**src/rtl/shift_arbiter.sv**
```systemverilog
// Round-robin arbiter feeding a shared external arithmetic-right-shift unit; one result register.
// Latency 1 cycle grant->out_valid; no grant while the result is held and out_ready is low.
module shift_arbiter #(
    parameter int NREQ = 4,
    parameter int IDW  = 2
) (
    input  logic                 clk,
    input  logic                 rst_n,
    input  logic                 clr,
    input  logic [NREQ-1:0]      req_valid,
    input  logic [32*NREQ-1:0]   req_data,
    input  logic [5*NREQ-1:0]    req_shift,
    input  logic [NREQ-1:0]      req_round,
    output logic [NREQ-1:0]      req_ready,
    output logic [31:0]          shf_a,
    output logic [4:0]           shf_b,
    input  logic [31:0]          shf_y,
    output logic                 out_valid,
    output logic [31:0]          out_data,
    output logic [IDW-1:0]       out_id,
    input  logic                 out_ready
);

    typedef enum logic {EMPTY, FULL} state_t;

    state_t         state_q, state_d;
    logic [IDW-1:0] ptr_q, ptr_d;
    logic [IDW-1:0] id_q, id_d;
    logic [31:0]    data_q, data_d;

    logic           can_issue;
    logic           gnt_vld;
    logic [IDW-1:0] gnt_idx;
    logic [IDW:0]   scan_idx;
    logic [31:0]    sel_data;
    logic [4:0]     sel_shift;
    logic           sel_round;
    logic [31:0]    rnd_inc;
    logic [32:0]    rnd_sum;
    logic [31:0]    rnd_data;

    // rst_n gates the grant so nothing is consumed while the block is held in reset.
    assign can_issue = rst_n && !clr && ((state_q == EMPTY) || out_ready);

    always_comb begin
        gnt_vld  = 1'b0;
        gnt_idx  = '0;
        scan_idx = '0;
        for (int k = 0; k < NREQ; k++) begin
            scan_idx = {1'b0, ptr_q} + (IDW+1)'(k);
            if (scan_idx >= (IDW+1)'(NREQ))
                scan_idx = scan_idx - (IDW+1)'(NREQ);
            if (!gnt_vld && req_valid[scan_idx[IDW-1:0]]) begin
                gnt_vld = 1'b1;
                gnt_idx = scan_idx[IDW-1:0];
            end
        end
        if (!can_issue)
            gnt_vld = 1'b0;
    end

    assign sel_data  = req_data[32*int'(gnt_idx) +: 32];
    assign sel_shift = req_shift[5*int'(gnt_idx) +: 5];
    assign sel_round = req_round[gnt_idx];

    // Only a non-negative operand can overflow when adding a positive half-LSB.
    always_comb begin
        rnd_inc  = 32'd1 << (sel_shift - 5'd1);
        rnd_sum  = {sel_data[31], sel_data} + {1'b0, rnd_inc};
        rnd_data = rnd_sum[31:0];
        if (!sel_data[31] && rnd_sum[31])
            rnd_data = 32'h7FFF_FFFF;
    end

    always_comb begin
        req_ready = '0;
        shf_a     = '0;
        shf_b     = '0;
        if (gnt_vld) begin
            req_ready[gnt_idx] = 1'b1;
            shf_a = (sel_round && (sel_shift != 5'd0)) ? rnd_data : sel_data;
            shf_b = sel_shift;
        end
    end

    always_comb begin
        state_d = state_q;
        ptr_d   = ptr_q;
        data_d  = data_q;
        id_d    = id_q;
        if (clr) begin
            state_d = EMPTY;
            ptr_d   = '0;
        end else if (gnt_vld) begin
            state_d = FULL;
            data_d  = shf_y;
            id_d    = gnt_idx;
            ptr_d   = (gnt_idx == IDW'(NREQ-1)) ? '0 : gnt_idx + 1'b1;
        end else if ((state_q == FULL) && out_ready) begin
            state_d = EMPTY;
        end
    end

    always_ff @(posedge clk or negedge rst_n) begin
        if (!rst_n) begin
            state_q <= EMPTY;
            ptr_q   <= '0;
            data_q  <= '0;
            id_q    <= '0;
        end else begin
            state_q <= state_d;
            ptr_q   <= ptr_d;
            data_q  <= data_d;
            id_q    <= id_d;
        end
    end

    assign out_valid = (state_q == FULL);
    assign out_data  = data_q;
    assign out_id    = id_q;

endmodule

```
**config.mk**
```make
export PLATFORM = sky130hd
export DESIGN_NAME = shift_arbiter
export DESIGN_NICKNAME = d
export VERILOG_FILES = /design/src/rtl/shift_arbiter.sv
export SDC_FILE = /design/constraint.sdc
export NUM_CORES = 1
export LEC_CHECK = 0
export CELL_PAD_IN_SITES_DETAIL_PLACEMENT = 0
export CELL_PAD_IN_SITES_GLOBAL_PLACEMENT = 1
export CORE_UTILIZATION = 30
export DETAILED_ROUTE_END_ITERATION = 8
export HOLD_SLACK_MARGIN = 0.12
export PLACE_DENSITY = 0.93
export SYNTH_ARGS = -nofsm -noshare
export SYNTH_HDL_FRONTEND = slang
export SYNTH_SLANG_ARGS = --single-unit
```
**constraint.sdc**
```tcl
create_clock -name clk -period 12.92 [get_ports clk]
set_input_delay 2.584 -clock clk [delete_from_list [all_inputs] [get_ports clk]]
set_output_delay 2.584 -clock clk [all_outputs]
set_load 0.005 [all_outputs]
```
==> reports/qor.csv, run 1 <==
stage,metric,value,unit
logic_synthesis,Synth Cell Area,0.00525,sq mm
job,Max-Cap Viols,0,
min_path,WHS Path Cells,2,
route,final wirelength,20.5,mm
clock_network,clock sink count,37,
route,DR WL/cell,16.8,um
logic_synthesis,post-synth cell types,74,
route,residual DRC count,0,
route,wl on met1,8.34,mm
logic_synthesis,Post-synth top flop,dfrtp_1,
setup_path,"Critical Path, Cell by Cell",clkdlybuf4s50_1 -> nor2b_2 -> a211o_1 -> o21a_2 -> inv_2 -> o211ai_1 -> a22oi_2 -> nand3_2 -> xor2_1 -> nor2_1 -> ha_1 -> nand3_1 -> nor2_1 -> o211ai_2 -> o21ai_2 -> a41oi_1 -> o21ai_1 -> a21o_1 -> o221a_1 -> clkdlybuf4s50_1,
route,top routing layer in use,met4,
logic_synthesis,Synth Warn #,0,
logic_synthesis,post-synth top area share,17.8,%
clock_network,Root Buffer,clkbuf_16,
logic_synthesis,"flops & latches, synth",37,
power_and_ir_drop,PwrDens,88.2,mW/mm^2
clock_network,maximum clock path buffer count,2,
timing,final setup fails,0,
route,Post-DRT Antenna Nets,0,
cells_and_area,diode count,0,
logic_synthesis,"EDFF count, synth",0,
setup_path,R2R cell count,7,
timing,fin crit period,11.42,ns
clock_network,CTS tree,yes,
cells_and_area,layout cells sized above 1,3.98,%
timing,Final period util,88.4,%
timing,Max-slew headroom,38.6,%
cells_and_area,Total Nets Final,1231,
setup_path,CP Max Fanout,35,
clock_network,number of CTS-inserted buffers,5,
timing,Setup Skew,0.00393,ns
power_and_ir_drop,power share of the combinational group,62.3,%
setup_path,CP max stage cell,a21o_1,
logic_synthesis,Synthesized Nets,1001,
min_path,hold path start,out_data[6]$_DFFE_PN0P_,
floorplan,Core Box Area,0.0168,sq mm
clock_network,worst skew pair latency,0.28,ns
setup_path,Worst EP required,10.34,ns
floorplan,die area,0.0180,sq mm
power_and_ir_drop,switching part of the total,40.3,%
timing,final-report hold violation count,0,
logic_synthesis,"Seq/Total Area, Yosys",17.7,%
route,drt first pass iters,5,
logic_synthesis,cells after synthesis,773,
floorplan,Die X,134,um
cells_and_area,fin util,48.5,%
setup_path,Worst Setup SP,req_valid[2],
timing,RSZ-0062 raised after global routing,false,
setup_path,CP peak stage delay,0.78,ns
route,wire length on met3,1.94,mm
clock_network,H-tree levels,2,
setup_path,Critical Path Start Type,primary input,
route,starting DRC count in detailed routing,257,
route,vias per cell,5.16,
min_path,HP Class,reg -> reg,
place,gp weighted congestion,0.855,
clock_network,cts repair resizes,0,
timing,f_max,87.6,MHz
logic_synthesis,main area contributors after synthesis,"nand2_1, dfrtp_1, ha_1",
timing,Pins Over Slew Limit,0,
place,Post-DP Area,0.00799,sq mm
logic_synthesis,Synth Area per Inst,6.79,sq um
floorplan,die height,134,um
clock_network,"Reg clk slew, reported paths",0.05,ns
place,Detail Placement HPWL,16.2,mm
global_route,global-route wire length before repair,32.0,mm
global_route,initial antenna violation count,0,
logic_synthesis,post-synthesis async set-or-reset flop share,100,%
route,WL met2,9.63,mm
power_and_ir_drop,P_int,429,uW
power_and_ir_drop,maximum VDD drop,0.150,mV
timing,Final TNS setup,0,ns
place,I/O Buffers,267,
setup_path,RR Startpoint,ptr_q[0]$_DFFE_PN0P_,
timing,worst-margin pin slew,0.922,ns
power_and_ir_drop,Lkg Pwr,0.00362,uW
clock_network,# hold bufs at CTS,0,
global_route,GR Util All Layers,22.5,%
logic_synthesis,Synth area leader,nand2_1,
setup_path,crit path DAT,8.83,ns
power_and_ir_drop,Psw,290,uW
floorplan,number of I/O pins,268,
setup_path,CP Capture Type,output port,
power_and_ir_drop,Clk pwr share,17.6,%
outcome,status,finished clean,
global_route,vias in the first global route,6207,
floorplan,Starting Density,31.2,%
clock_network,Post-CTS Repair Setup Buffers,0,
global_route,grt total ovfl,0,
route,detailed-route via count,6312,
power_and_ir_drop,share of power burned in registers,20.1,%
floorplan,num rows,47,
setup_path,Crit Path Class,in -> out,
cells_and_area,Syn-to-layout area delta,55.4,%
cells_and_area,post-route cell area,0.00815,sq mm
global_route,largest net degree at the start of global routing,72,
worst max-delay path: cells and delay by family:
kind	cells	cell delay, ns
adders and majority gates	1	0.40
xor gates and xnor gates	1	0.40
buffers and inverters	3	1.45
and+or+nand+nor	5	0.76
AOI/OAI and AO/OA	10	3.21
synthesized netlist by cell type, types with 3 or more instances:
master / n
nand2_1: 249
nor2_1: 60
dfrtp_1: 37
and3_1: 36
ha_1: 35
a31oi_1: 34
a21oi_1: 32
clkbuf_1: 31
o221a_1: 27
o21ai_0: 20
inv_1: 18
mux2i_1: 13
nand3_1: 13
xnor2_1: 13
a21o_1: 10
buf_2: 9
nand4_1: 9
o21bai_1: 8
xor2_1: 8
nand2b_1: 7
and2_1: 6
nor2b_1: 6
mux2_2: 5
a211o_1: 4
a211oi_1: 4
buf_6: 4
o21a_1: 4
o21ai_1: 4
buf_1: 3
buf_4: 3
nor2b_2: 3
nor3_1: 3
nor4_1: 3
area by class of cell:
cell class                 count  area [sq um]
tap                          220           275
clock inverter                 1          5.00
clock buffer                   7           153
fill                        1733          8670
inverter                      20          80.1
sequential                    37           926
multi-input combinational    666          4000
timing repair buffer         273          2710
stage by stage:
step	hold slack [ns]	total power, uW	std cells	setup slack, ns
finish	0.473	719	1224	1.50
global route	0.495	775	1224	0.895
CTS	0.476	724	1224	1.49
detailed placement	0.462	593	1216	1.49
global placement	0.457	594	1216	1.65
floorplan	0.470	408	773	3.70
flip-flops by register name, indices dropped and copies added, names as in the netlist:
register / flops
out_valid: 1
ptr_q: 2
out_data: 32
out_id: 2
power by group through the flow:
stage | Combinational (uW) | Sequential (uW) | Clock [uW]
final | 448 | 145 | 127
after global routing | 494 | 147 | 134
after CTS | 450 | 145 | 130
after detailed placement | 447 | 146 | 0
after global placement | 449 | 146 | 0
after floorplan | 261 | 147 | 0
worst paths after layout:
path / end / slack (ns)
min in group asynchronous: out_data[29]$_DFFE_PN0P_ / 2.41
worst min register to register: out_data[6]$_DFFE_PN0P_ / 0.47
worst max register to register: ptr_q[1]$_DFFE_PN0P_ / 10.61
worst min-delay path: out_data[6]$_DFFE_PN0P_ / 0.47
worst max-delay path: shf_a[2] / 1.50
max in group asynchronous: out_data[9]$_DFFE_PN0P_ / 9.97
kinds of logic after synthesis:
kind of cell             count (synthesis)  synth area share, %
flip-flops                              37                 17.7
AO/OA/AOI/OAI                          176                 24.8
XOR/XNOR                                22                 3.82
multiplexers                            19                 3.84
adder cells (fa/ha/maj)                 36                 8.73
AND/OR/NAND/NOR                        413                 35.1
buffers and inverters                   70                 6.11
routing by layer:
metal	GRT usage [%]	vias up
li1	-	3190
met1	26.1	2849
met2	39.6	243
met3	5.74	30
met4	8.24	0
met5	0	-
placed cells by master (no fill, tap or decap), drive strengths merged, types with 3 or more instances in the layout:
cell type      netlist  final
clkdlybuf4s50        0    266
nand2              249    249
nor2                60     60
dfrtp               37     37
and3                36     36
ha                  35     35
a31oi               34     34
a21oi               32     32
o221a               27     27
o21ai               25     25
inv                 20     20
nand3               14     14
xnor2               14     14
mux2i               13     13
a21o                10     10
nor2b               10     10
nand4                9      9
xor2                 8      8
o21bai               8      8
nand2b               7      7
and2                 7      7
buf                 19      7
clkbuf              31      7
mux2                 6      6
o21a                 6      6
a211o                4      4
a211oi               4      4
nor3                 4      4
nor4                 3      3
o211ai               3      3
or2                  3      3
a41oi                3      3
(Power assumes the default switching activity.)
==> run 2: changes to the inputs <==
CORE_UTILIZATION = 35   (was 30)
DONT_BUFFER_PORTS = 1   (was default)
PLACE_DENSITY = 0.72   (was 0.93)
==> reports/qor.csv, run 2 (synthesized netlist as in run 1, its figures left out) <==
stage,metric,value,unit,change
route,drt first pass iters,5,,unchanged
setup_path,CP peak stage delay,0.78,ns,about the same
power_and_ir_drop,Lkg Pwr,0.00261,uW,-28%
timing,f_max,92.4,MHz,+5.5%
job,Max-Cap Viols,0,,unchanged
global_route,initial antenna violation count,0,,unchanged
cells_and_area,Total Nets Final,963,,-22%
setup_path,CP Capture Type,output port,,
setup_path,cell family with most CP delay,compound AO/OA/AOI/OAI gates,,
route,Post-DRT Antenna Nets,0,,unchanged
clock_network,CTS tree,yes,,
timing,RSZ-0062 raised after global routing,false,,
timing,Final TNS setup,0,ns,unchanged
route,final wirelength,19.1,mm,-6.9%
setup_path,Worst EP required,10.34,ns,about the same
clock_network,worst skew pair latency,0.28,ns,about the same
clock_network,"Reg clk slew, reported paths",0.07,ns,+0.02 ns
clock_network,Root Buffer,clkbuf_16,,
cells_and_area,post-route cell area,0.00547,sq mm,-33%
clock_network,cts repair resizes,0,,unchanged
place,gp weighted congestion,0.918,,+7.4%
setup_path,"Critical Path, Cell by Cell",nor2b_2 -> o21a_2 -> nor3_4 -> buf_4 -> inv_6 -> mux2i_1 -> mux2_2 -> nand3_2 -> xor2_1 -> nor2_1 -> ha_1 -> nand3_1 -> nor2_1 -> o211ai_2 -> o21ai_2 -> a41oi_1 -> o21ai_1 -> a21o_1 -> o221a_1,,
floorplan,Die X,124,um,-7.3%
timing,fin crit period,10.82,ns,-0.592 ns
setup_path,Buf/Inv on CP,2,,-1
cells_and_area,"most common cell after layout, fill and taps aside",nand2_1,,
power_and_ir_drop,PwrDens,118,mW/mm^2,+34%
global_route,grt total ovfl,0,,unchanged
cells_and_area,"commonest cells after routing, fill and taps aside","nand2_1, nor2_1, dfrtp_1",,
place,Detail Placement HPWL,15.0,mm,-7.7%
setup_path,Crit Path Class,in -> out,,
route,vias per cell,6.01,,+17%
clock_network,clock sink count,37,,unchanged
min_path,HP Class,reg -> reg,,
global_route,GR Util All Layers,24.1,%,+1.6 points
cells_and_area,Syn-to-layout area delta,4.25,%,
cells_and_area,Layout Cells excl Fill,920,,-25%
setup_path,crit path DAT,8.24,ns,-0.59 ns
setup_path,Critical Path Start Type,primary input,,
power_and_ir_drop,maximum VDD drop,0.0937,mV,-37%
global_route,global-route wire length before repair,29.7,mm,-7.0%
route,detailed-route via count,5533,,-12%
clock_network,Post-CTS Repair Setup Buffers,0,,unchanged
floorplan,number of I/O pins,268,,unchanged
power_and_ir_drop,final total power,645,uW,-10%
clock_network,H-tree levels,2,,unchanged
place,I/O Buffers,0,,-100%
global_route,largest net degree at the start of global routing,72,,unchanged
floorplan,die area,0.0155,sq mm,-14%
setup_path,CP max stage cell,a21o_1,,
cells_and_area,fin util,37.5,%,-11 points
place,dpl cells,912,,-25%
place,Post-DP Area,0.00527,sq mm,-34%
cells_and_area,max reg flops,32,,unchanged
clock_network,number of CTS-inserted buffers,5,,unchanged
timing,final setup fails,0,,unchanged
setup_path,CP Max Fanout,71,,+100%
clock_network,maximum clock path buffer count,2,,unchanged
global_route,vias in the first global route,5509,,-11%
floorplan,Starting Density,36.0,%,+4.8 points
timing,Max-slew headroom,37.6,%,-0.93 points
timing,Final period util,83.8,%,-4.6 points
floorplan,die height,124,um,-7.3%
timing,worst-margin pin slew,0.926,ns,+0.00422 ns
timing,Setup Skew,0.00923,ns,+0.00530 ns
timing,Pins Over Slew Limit,0,,unchanged
clock_network,# hold bufs at CTS,0,,unchanged
timing,final-report hold violation count,0,,unchanged
floorplan,num rows,44,,-6.4%
floorplan,Core Box Area,0.0146,sq mm,-13%
outcome,status,finished clean,,
cells_and_area,diode count,0,,unchanged
route,DR WL/cell,20.8,um,+24%
setup_path,CP dominant cell by count,nor2_1,,
route,starting DRC count in detailed routing,313,,+22%
cells_and_area,layout cells sized above 1,5.16,%,+1.2 points
route,residual DRC count,0,,unchanged
==> run 2: cell types whose count changed in the layout (fill, tap and decap cells not counted) <==
cell / delta
clkbuf_8: -2
buf_2: -1
clkdlybuf4s50_1: -266
bufinv_16: +2
inv_6: +1
buf_4: -1
clkinv_2: -1
==> run 2: worst paths after layout <==
kind | start | endpoint | slack, ns | depth (start not counted)
min reg2reg | out_data[26]$_DFFE_PN0P_ | out_data[26]$_DFFE_PN0P_ | 0.50 | 2
max reg2reg | ptr_q[0]$_DFFE_PN0P_ | out_id[0]$_DFFE_PN0P_ | 10.67 | 6
max in group asynchronous | rst_n | out_data[28]$_DFFE_PN0P_ | 10.84 | 0
max | req_valid[2] | shf_a[2] | 2.10 | 19
min | out_data[26]$_DFFE_PN0P_ | out_data[26]$_DFFE_PN0P_ | 0.50 | 2
min in group asynchronous | rst_n | out_data[18]$_DFFE_PN0P_ | 1.99 | 0
==> run 2: where the power goes <==
group	total [uW]	leakage, uW	internal [uW]	switching, uW
logic	330	0.00205	117	214
registers	151	0.000463	134	17.1
clock network	163	0.0000944	111	52.0
==> run 2: per-stage QoR <==
stage	hold slack, ns	setup slack, ns
floorplan	0.470	3.70
global placement	0.493	2.32
detailed placement	0.492	2.11
CTS	0.511	2.11
global route	0.527	1.55
finish	0.504	2.10
==> run 2: final cells by class <==
| class | count | area [sq um] |
|---|---|---|
| clock buffer | 5 | 125 |
| clock inverter | 3 | 68.8 |
| fill | 1540 | 9120 |
| inverter | 20 | 80.1 |
| multi-input combinational | 666 | 4000 |
| sequential | 37 | 926 |
| tap | 184 | 230 |
| timing repair buffer | 5 | 37.5 |
==> run 2: worst reg2reg max path, delay by kind of cell, from the launching register on <==
family / cells / cell delay (ns)
buffers and inverters: 2 / 0.98
AOI/OAI and AO/OA: 2 / 0.50
DFF: 1 / 0.44
and+or+nand+nor: 2 / 0.24
==> run 2: metal layers <==
layer  GRT usage [%]  up-vias  share of wire (%)
met3            4.42       28                6.6
met4            6.38        0                2.1
met1            27.8     2579                 40
li1                -     2661                  -
met2            44.9      265                 51
met5               0        -                  0
==> run 3: changes to the inputs <==
PLACE_DENSITY = 0.74   (was 0.72)
clock period = 8.9 ns   (was 12.92 ns; I/O delays follow)
==> reports/qor.csv, run 3 (synthesized netlist as in run 1, its figures left out) <==
stage,metric,value,unit,change
cells_and_area,layout cells sized above 1,6.82,%,+1.7 points
clock_network,Root Buffer,clkbuf_16,,
setup_path,CP Capture Type,output port,,
clock_network,"Reg clk slew, reported paths",0.06,ns,about the same
power_and_ir_drop,Lkg Pwr,0.00264,uW,+1.3%
timing,RSZ-0062 raised after global routing,false,,
setup_path,reg-to-reg critical path endpoint,ptr_q[1]$_DFFE_PN0P_,,
timing,Setup Skew,0.00528,ns,-0.00395 ns
cells_and_area,max reg flops,32,,unchanged
timing,final-report hold violation count,0,,unchanged
global_route,GR Util All Layers,23.0,%,-1.1 points
global_route,grt total ovfl,0,,unchanged
floorplan,Die X,124,um,unchanged
setup_path,Worst EP required,7.12,ns,-3.22 ns
place,I/O Buffers,0,,unchanged
setup_path,Worst Setup SP,req_valid[2],,
place,Detail Placement HPWL,14.8,mm,-1.1%
power_and_ir_drop,maximum VDD drop,0.133,mV,+42%
clock_network,H-tree levels,2,,unchanged
cells_and_area,Syn-to-layout area delta,5.08,%,
global_route,initial antenna violation count,0,,unchanged
clock_network,number of CTS-inserted buffers,5,,unchanged
clock_network,# hold bufs at CTS,0,,unchanged
setup_path,Crit Path Class,in -> out,,
outcome,status,finished clean,,
cells_and_area,FILL cells,1565,,+1.6%
timing,worst-margin pin slew,1.16,ns,+0.233 ns
cells_and_area,fin util,37.8,%,+0.30 points
clock_network,CTS tree,yes,,
power_and_ir_drop,final total power,883,uW,+37%
cells_and_area,diode count,0,,unchanged
setup_path,CP peak stage delay,0.71,ns,-0.07 ns
setup_path,CP endpoint,shf_a[20],,
setup_path,Critical Path Start Type,primary input,,
job,Max-Cap Viols,0,,unchanged
setup_path,"Critical Path, Cell by Cell",nor2b_2 -> o21a_2 -> nor3_4 -> inv_6 -> mux2i_1 -> mux2_2 -> nand3_2 -> xor2_1 -> nor2_1 -> ha_1 -> a21o_1 -> a221oi_1 -> a21oi_1 -> o41ai_1 -> a41oi_1 -> a311oi_1 -> buf_4,,
timing,Final period util,92.4,%,
timing,fin crit period,8.22,ns,
timing,Final TNS setup,0,ns,unchanged
cells_and_area,"most common cell after layout, fill and taps aside",nand2_1,,
route,detailed-route via count,5471,,-1.1%
timing,Max-slew headroom,22.8,%,-15 points
global_route,global-route wire length before repair,28.6,mm,-3.8%
cells_and_area,"commonest cells after routing, fill and taps aside","nand2_1, nor2_1, dfrtp_1",,
route,Post-DRT Antenna Nets,0,,unchanged
floorplan,die area,0.0155,sq mm,unchanged
route,final wirelength,18.3,mm,-4.2%
route,starting DRC count in detailed routing,263,,-16%
timing,f_max,122,MHz,
floorplan,die height,124,um,unchanged
power_and_ir_drop,PwrDens,160,mW/mm^2,+36%
setup_path,R2R cell count,7,,+1
global_route,largest net degree at the start of global routing,67,,-6.9%
place,gp weighted congestion,0.860,,-6.3%
power_and_ir_drop,power share of the combinational group,55.3,%,+4.1 points
global_route,vias in the first global route,5418,,-1.7%
timing,final setup fails,0,,unchanged
route,drt first pass iters,4,,-1
route,residual DRC count,0,,unchanged
route,vias per cell,5.87,,-2.4%
setup_path,RR Startpoint,ptr_q[0]$_DFFE_PN0P_,,
setup_path,CP max stage cell,o41ai_1,,
floorplan,Core Box Area,0.0146,sq mm,unchanged
setup_path,CP Max Fanout,18,,-75%
clock_network,worst skew pair latency,0.29,ns,about the same
floorplan,number of I/O pins,268,,unchanged
power_and_ir_drop,share of power burned in registers,24.8,%,+1.4 points
power_and_ir_drop,Clk pwr share,19.9,%,-5.4 points
clock_network,maximum clock path buffer count,2,,unchanged
floorplan,num rows,44,,unchanged
timing,Pins Over Slew Limit,0,,unchanged
floorplan,Starting Density,36.0,%,unchanged
power_and_ir_drop,switching part of the total,46.1,%,+2.2 points
clock_network,clock sink count,37,,unchanged
power_and_ir_drop,P_int,476,uW,+31%
route,DR WL/cell,19.6,um,-5.4%
min_path,HP Class,reg -> reg,,
setup_path,crit path DAT,6.44,ns,-1.80 ns
setup_path,FF-to-FF setup slack,6.90,ns,-3.77 ns
power_and_ir_drop,Psw,407,uW,+44%
cells_and_area,Total Nets Final,975,,+1.2%
==> run 3: worst min-delay path by stage <==
stage / from / endpoint / slack [ns] / depth (start not counted)
after floorplan: out_data[0]$_DFFE_PN0P_ / out_data[0]$_DFFE_PN0P_ / 0.47 / 2
after global placement: out_data[20]$_DFFE_PN0P_ / out_data[20]$_DFFE_PN0P_ / 0.49 / 2
after detailed placement: out_data[14]$_DFFE_PN0P_ / out_data[14]$_DFFE_PN0P_ / 0.49 / 2
after CTS: out_data[14]$_DFFE_PN0P_ / out_data[14]$_DFFE_PN0P_ / 0.51 / 2
after global routing: out_data[8]$_DFFE_PN0P_ / out_data[8]$_DFFE_PN0P_ / 0.54 / 2
final: out_data[4]$_DFFE_PN0P_ / out_data[4]$_DFFE_PN0P_ / 0.51 / 2
==> run 3: final cells by class <==
type	instances	area, sq um	area share, %
repair buffers	17	128	2.32
inverters	20	80.1	1.45
flip-flops and latches	37	926	16.8
clock buffers	5	125	2.27
multi-input cells	666	4000	72.6
well taps	184	230	4.18
clock inverters	3	21.3	0.386
==> run 3: worst max-delay path, delay by kind of cell <==
| kind | cells | cell delay [ns] |
|---|---|---|
| adders and majority gates | 1 | 0.38 |
| muxes | 2 | 0.50 |
| xor gates and xnor gates | 1 | 0.40 |
| AOI/OAI and AO/OA | 7 | 2.33 |
| and+or+nand+nor | 4 | 0.73 |
| buffers and inverters | 2 | 0.31 |
==> run 3: power by group through the flow <==
stage          logic (uW)  clock network (uW)  registers [uW]
4_1_cts               488                 180             219
6_report              488                 176             219
3_3_place_gp          489                   0             222
2_1_floorplan         379                   0             213
3_5_place_dp          486                   0             221
5_1_grt               545                 187             223
==> run 3: layer usage <==
metal / track usage [%] / vias up / routed length [um]
li1: - / 2676 / -
met1: 27.0 / 2516 / 7770
met2: 40.2 / 239 / 8680
met3: 4.47 / 40 / 1120
met4: 10.5 / 0 / 725
met5: 0 / - / 0
==> run 3: repair_timing <==
| item | in CTS | in global routing |
|---|---|---|
| endpoints found under the setup margin | 0 | 24 |
| endpoints found under the hold margin | 0 | 0 |
| setup buffers | 0 | 0 |
| gates resized for setup | 0 | 1 |
==> run 3: metrics by stage <==
stage          instance area (sq um)  hold slack, ns  std cells  worst slack, ns
2_1_floorplan                   5250           0.470        773             1.29
3_3_place_gp                    5360           0.491        924            0.611
3_5_place_dp                    5360           0.492        924            0.459
4_1_cts                         5510           0.510        932            0.435
5_1_grt                         5510           0.536        932            0.306
6_report                        5510           0.509        932            0.675
